[config.mk]
export PLATFORM = sky130hd
export DESIGN_NAME = fetch_stage
export DESIGN_NICKNAME = d
export VERILOG_FILES = /design/src/rtl/fetch_stage.sv
export SDC_FILE = /design/constraint.sdc
export NUM_CORES = 1
export LEC_CHECK = 0
export CAP_MARGIN = 40
export CORE_MARGIN = 8
export CORE_UTILIZATION = 48
export CTS_BUF_LIST = sky130_fd_sc_hd__clkbuf_8
export DETAILED_ROUTE_END_ITERATION = 16
export GPL_TIMING_DRIVEN = 0
export HOLD_SLACK_MARGIN = 0.06
export PLACE_DENSITY = 0.88
export SLEW_MARGIN = 20
export SYNTH_ARGS = -nofsm -noshare
export SYNTH_HDL_FRONTEND = slang
export SYNTH_SLANG_ARGS = --single-unit
[constraint.sdc]
create_clock -name clk -period 4.3 [get_ports clk]
set_input_delay 0.86 -clock clk [delete_from_list [all_inputs] [get_ports clk]]
set_output_delay 0.86 -clock clk [all_outputs]
set_load 0.005 [all_outputs]
[src/rtl/fetch_stage.sv]
// Instruction-fetch stage with IF/ID pipeline register and IDLE/RUN/HALT sequencing.
// Optional perf counters (fetch_cnt_o, bubble_cnt_o) are enabled by defining FETCH_PERF_CNT_EN.
module fetch_stage #(
  parameter int                   REGI_SIZE = 16,
  parameter int                   PC_BITS   = 10,
  parameter logic [REGI_SIZE-1:0] NOP_INSTR = 16'h0000
) (
  input  logic                 clk,
  input  logic                 rst,
  input  logic                 start_i,
  input  logic                 stall_i,
  input  logic                 jump_en_i,
  input  logic [1:0]           cond_i,
  input  logic [PC_BITS-1:0]   jump_addr_i,
  input  logic [1:0]           alu_flags_i,
  input  logic                 end_i,
  output logic [PC_BITS-1:0]   imem_addr_o,
  input  logic [REGI_SIZE-1:0] imem_data_i,
  output logic [REGI_SIZE-1:0] instr_o,
  output logic [REGI_SIZE-1:0] next_pc_o,
  output logic                 valid_o,
  output logic                 halted_o,
`ifdef FETCH_PERF_CNT_EN
  output logic [31:0]          fetch_cnt_o,
  output logic [15:0]          bubble_cnt_o,
`endif
  output logic [1:0]           state_o
);

  localparam logic [1:0] S_IDLE = 2'b00;
  localparam logic [1:0] S_RUN  = 2'b01;
  localparam logic [1:0] S_HALT = 2'b10;

  localparam logic [PC_BITS-1:0] PC_ONE = 1;

  logic [1:0]         state_q;
  logic [PC_BITS-1:0] pc_q;
  logic [PC_BITS-1:0] pc_inc;
  logic               cond_ok;
  logic               take;

  // NOTE: every output of a combinational block gets a default first, so no path leaves it unassigned and infers a latch.
  always_comb begin
    cond_ok = 1'b0;
    case (cond_i)
      2'b00:   cond_ok = 1'b1;
      2'b01:   cond_ok = alu_flags_i[0];
      2'b10:   cond_ok = ~alu_flags_i[0];
      default: cond_ok = alu_flags_i[1];
    endcase
  end

  assign take   = jump_en_i & cond_ok;
  assign pc_inc = pc_q + PC_ONE;  // wraps modulo 2**PC_BITS

  // NOTE: sequential state uses non-blocking assignments so every register samples pre-edge values.
  always_ff @(posedge clk or posedge rst) begin
    if (rst) begin
      state_q   <= S_IDLE;
      pc_q      <= '0;
      instr_o   <= NOP_INSTR;
      next_pc_o <= '0;
      valid_o   <= 1'b0;
    end else begin
      case (state_q)
        S_IDLE: begin
          if (start_i) state_q <= S_RUN;
        end
        S_RUN: begin
          if (end_i) begin
            state_q <= S_HALT;
            instr_o <= NOP_INSTR;
            valid_o <= 1'b0;
          end else if (take) begin
            pc_q    <= jump_addr_i;
            instr_o <= NOP_INSTR;
            valid_o <= 1'b0;
          end else if (!stall_i) begin
            instr_o   <= imem_data_i;
            next_pc_o <= REGI_SIZE'(pc_inc);
            valid_o   <= 1'b1;
            pc_q      <= pc_inc;
          end
        end
        S_HALT: ;
        default: state_q <= S_IDLE;
      endcase
    end
  end

`ifdef FETCH_PERF_CNT_EN
  logic run_fetch;
  logic run_bubble;

  assign run_fetch  = (state_q == S_RUN) & ~end_i & ~take & ~stall_i;
  assign run_bubble = (state_q == S_RUN) & ~end_i & (take | stall_i);

  // Counters saturate rather than wrap so long runs never report a small count.
  always_ff @(posedge clk or posedge rst) begin
    if (rst) begin
      fetch_cnt_o  <= '0;
      bubble_cnt_o <= '0;
    end else begin
      if (run_fetch && fetch_cnt_o != '1)   fetch_cnt_o  <= fetch_cnt_o + 32'd1;
      if (run_bubble && bubble_cnt_o != '1) bubble_cnt_o <= bubble_cnt_o + 16'd1;
    end
  end
`endif

  assign imem_addr_o = pc_q;
  assign halted_o    = (state_q == S_HALT);
  assign state_o     = state_q;

endmodule

==> results.tsv <==
metric	value	unit
outcome	finished, final reports clean	
mostFrequentLayoutCell	clkdlybuf4s50_1	
tightest_slew	0.535	ns
worst_path_max_delay_cell	clkdlybuf4s50_1	
setup_viol_count_final	0	
ys_ff_latch	39	
drv_cap	0	
io_pins	82	
n_antenna_cell	0	
drtAntennaViolNets	0	
cts_setup_buffers	0	
vdd_drop_max	0.000284	V
period_share	59.1	%
grt.total_usage	17.7	%
fin_nets	310	
min_period	2.54	ns
drc	0	
row_count	23	
relSlewSlack	64.3	%
post_cts_resized	0	
finalWirelength	5510	um
synth-async-reset-ratio	100	%
cp-end-kind	register	
clock_skew	0.00643	ns
place_worst_setup_slack	1.46	ns
drv_slew	0	
cts_buffer_depth	2	
portBuffers	75	
netlist_instances	185	
ys_warn_count	0	
synth_edf_count	0	
start_util	49.7	%
cp_num_buf_inv	2	
tns	0	ns
path_cells	clkdlybuf4s50_1 -> mux2i_2 -> o21ai_2 -> a31o_2 -> buf_2 -> a22o_1	
grt_pass1_wl	8900	um
synthFlopType	dfrtp_1	
num_vias	1745	
place_hpwl	4280	um
fin_ws	1.76	ns
seq_power_share	37.9	%
grt_pass1_vias	1830	
wire_per_inst	17.0	um
grt_max_degree	24	
synth-xor-area-share	3.08	%
syn_to_final_growth	47.5	%
synthAdderAreaFrac	0.629	%
fmax	394	MHz
post_drt_via_cell_ratio	5.39	
ys_types	48	
leakage	0.00124	uW
switching_share	34.1	%
yosysSeqAreaShare	49.1	%
synth_top_family_by_area	compound AO/OA/AOI/OAI gates	
avgSynthCellArea	10.8	sq um
muxShareOfSynthArea	3.77	%
dieArea	0.00646	sq mm
final_cell_mix	clkdlybuf4s50_1, dfrtp_1, nor2_1, a22o_1, a21oi_2	
p_int	1110	uW
detail_route.iter0.violations	118	
slowest_delay	0.48	ns
syn_area	0.00199	sq mm
synthSimpleGateAreaFrac	12.8	%
hp-class	register to register	
clk_pin_slew	0.08	ns
clock-root-buffer	clkbuf_8	
rsz0062_at_grt	false	
hold_buffers	0	
cts_sinks	39	
required	4.48	ns
startpoint_type	input pin	
finalHoldViolations	0	
critPathKind	input pin to register	
cts_tree	yes	
htreeDepth	2	
combPwrFrac	48.1	%
globalplace.congestion	0.847	
numCtsBuffers	5	
path_max_fanout	10	
crit_family	compound AO/OA/AOI/OAI gates	
die_w	80.4	um
p_sw	574	uW
cp.arrival	2.72	ns
synth-compound-area-share	22.9	%
chipHeight	80.4	um
clock_latency	0.29	ns
drive_gt1_share	16.1	%
grt-ovfl-total	0	
antenna_found_initial	0	
regToRegSetupSlack	2.37	ns
pwr-share-clk	14.1	%
drtPass1Iterations	4	
p_per_area	574	mW/mm^2
core	0.00400	sq mm
cell type report:
| cell class | instances | area (sq um) |
|---|---|---|
| multi-input cells | 126 | 882 |
| clock inverters | 3 | 16.3 |
| repair buffers | 76 | 778 |
| well taps | 50 | 62.6 |
| plain buffers | 17 | 120 |
| flip-flops and latches | 39 | 976 |
| clock buffers | 5 | 68.8 |
| fillers | 344 | 1070 |
| inverters | 8 | 30.0 |
routing by layer:
layer  track usage, %  vias up  wire length (um)  share of wire [%]
li1                 -      835                 -                  -
met1             21.4      838              2340                 42
met2             28.1       66              2690                 49
met3             6.25        6               388                7.0
met4             7.09        0                89                1.6
met5                0        -                 0                  0
power groups by stage:
| stage | Combinational, uW | Clock, uW | Sequential (uW) |
|---|---|---|---|
| after floorplan | 365 | 0 | 639 |
| after global placement | 789 | 0 | 634 |
| after detailed placement | 815 | 0 | 643 |
| after CTS | 822 | 241 | 638 |
| after global routing | 881 | 262 | 659 |
| final | 809 | 237 | 637 |
worst register-to-register path, delay by kind of cell (launching register included):
kind / cells / cell delay, ns
DFF: 1 / 0.44
AOI/OAI and AO/OA: 1 / 0.43
and+or+nand+nor: 1 / 0.40
muxes: 1 / 0.39
buffers and inverters: 1 / 0.16
sequential cells by signal, indices dropped and copies added, names as in the netlist:
signal       flops
state_o          2
valid_o          1
next_pc_o       10
instr_o         16
imem_addr_o     10
final timing paths:
check / from / end / cells past startpoint
max in group asynchronous: rst / next_pc_o[3]$_DFFE_PP0P_ / 3
setup reg to reg: state_o[1]$_DFFE_PP0P_ / next_pc_o[1]$_DFFE_PP0P_ / 4
hold reg to reg: instr_o[7]$_DFFE_PP0P_ / instr_o[7]$_DFFE_PP0P_ / 1
min in group asynchronous: rst / instr_o[2]$_DFFE_PP0P_ / 2
setup / recovery: alu_flags_i[0] / instr_o[8]$_DFFE_PP0P_ / 6
hold / removal: instr_o[7]$_DFFE_PP0P_ / instr_o[7]$_DFFE_PP0P_ / 1
cell usage after synthesis (2+ instances only):
cell type	count	share of area (%)
buf_6	4	2.3
a21oi_2	9	4.0
nand2_1	4	0.75
clkbuf_1	4	0.75
buf_2	3	0.75
xnor2_1	5	2.2
dfrtp_1	39	49
xor2_1	2	0.88
inv_1	8	1.5
a21oi_1	4	1.0
a22oi_1	5	1.9
o21ai_0	6	1.5
mux2i_1	5	2.5
nor2_1	17	3.2
buf_4	6	2.3
o22ai_1	2	0.63
a22o_1	11	4.8
o2bb2ai_1	3	1.3
nor4_1	4	1.3
nand3_1	5	1.3
a22o_2	5	2.5
and3_1	2	0.63
nor3_1	6	1.5
or3_1	2	0.63
through the flow:
stage	util (%)	cell area (sq um)	power [uW]	hold slack [ns]	std cells
after floorplan	-	2010	1000	0.488	190
after global placement	70.5	2820	1420	0.482	315
after detailed placement	71.2	2850	1460	0.482	316
after CTS	73.4	2930	1700	0.506	324
after global routing	73.4	2930	1800	0.531	324
final	73.4	2930	1680	0.501	324
cells by family (layout without fill, tap and decap cells):
kind of cell,Yosys count,after routing
muxes,7,7
xor gates and xnor gates,7,7
DFF,39,39
AOI/OAI and AO/OA,56,56
and+or+nand+nor,49,49
other,1,6
adders and majority gates,1,1
buffers and inverters,25,109
Power figures use the tool's default switching activity.
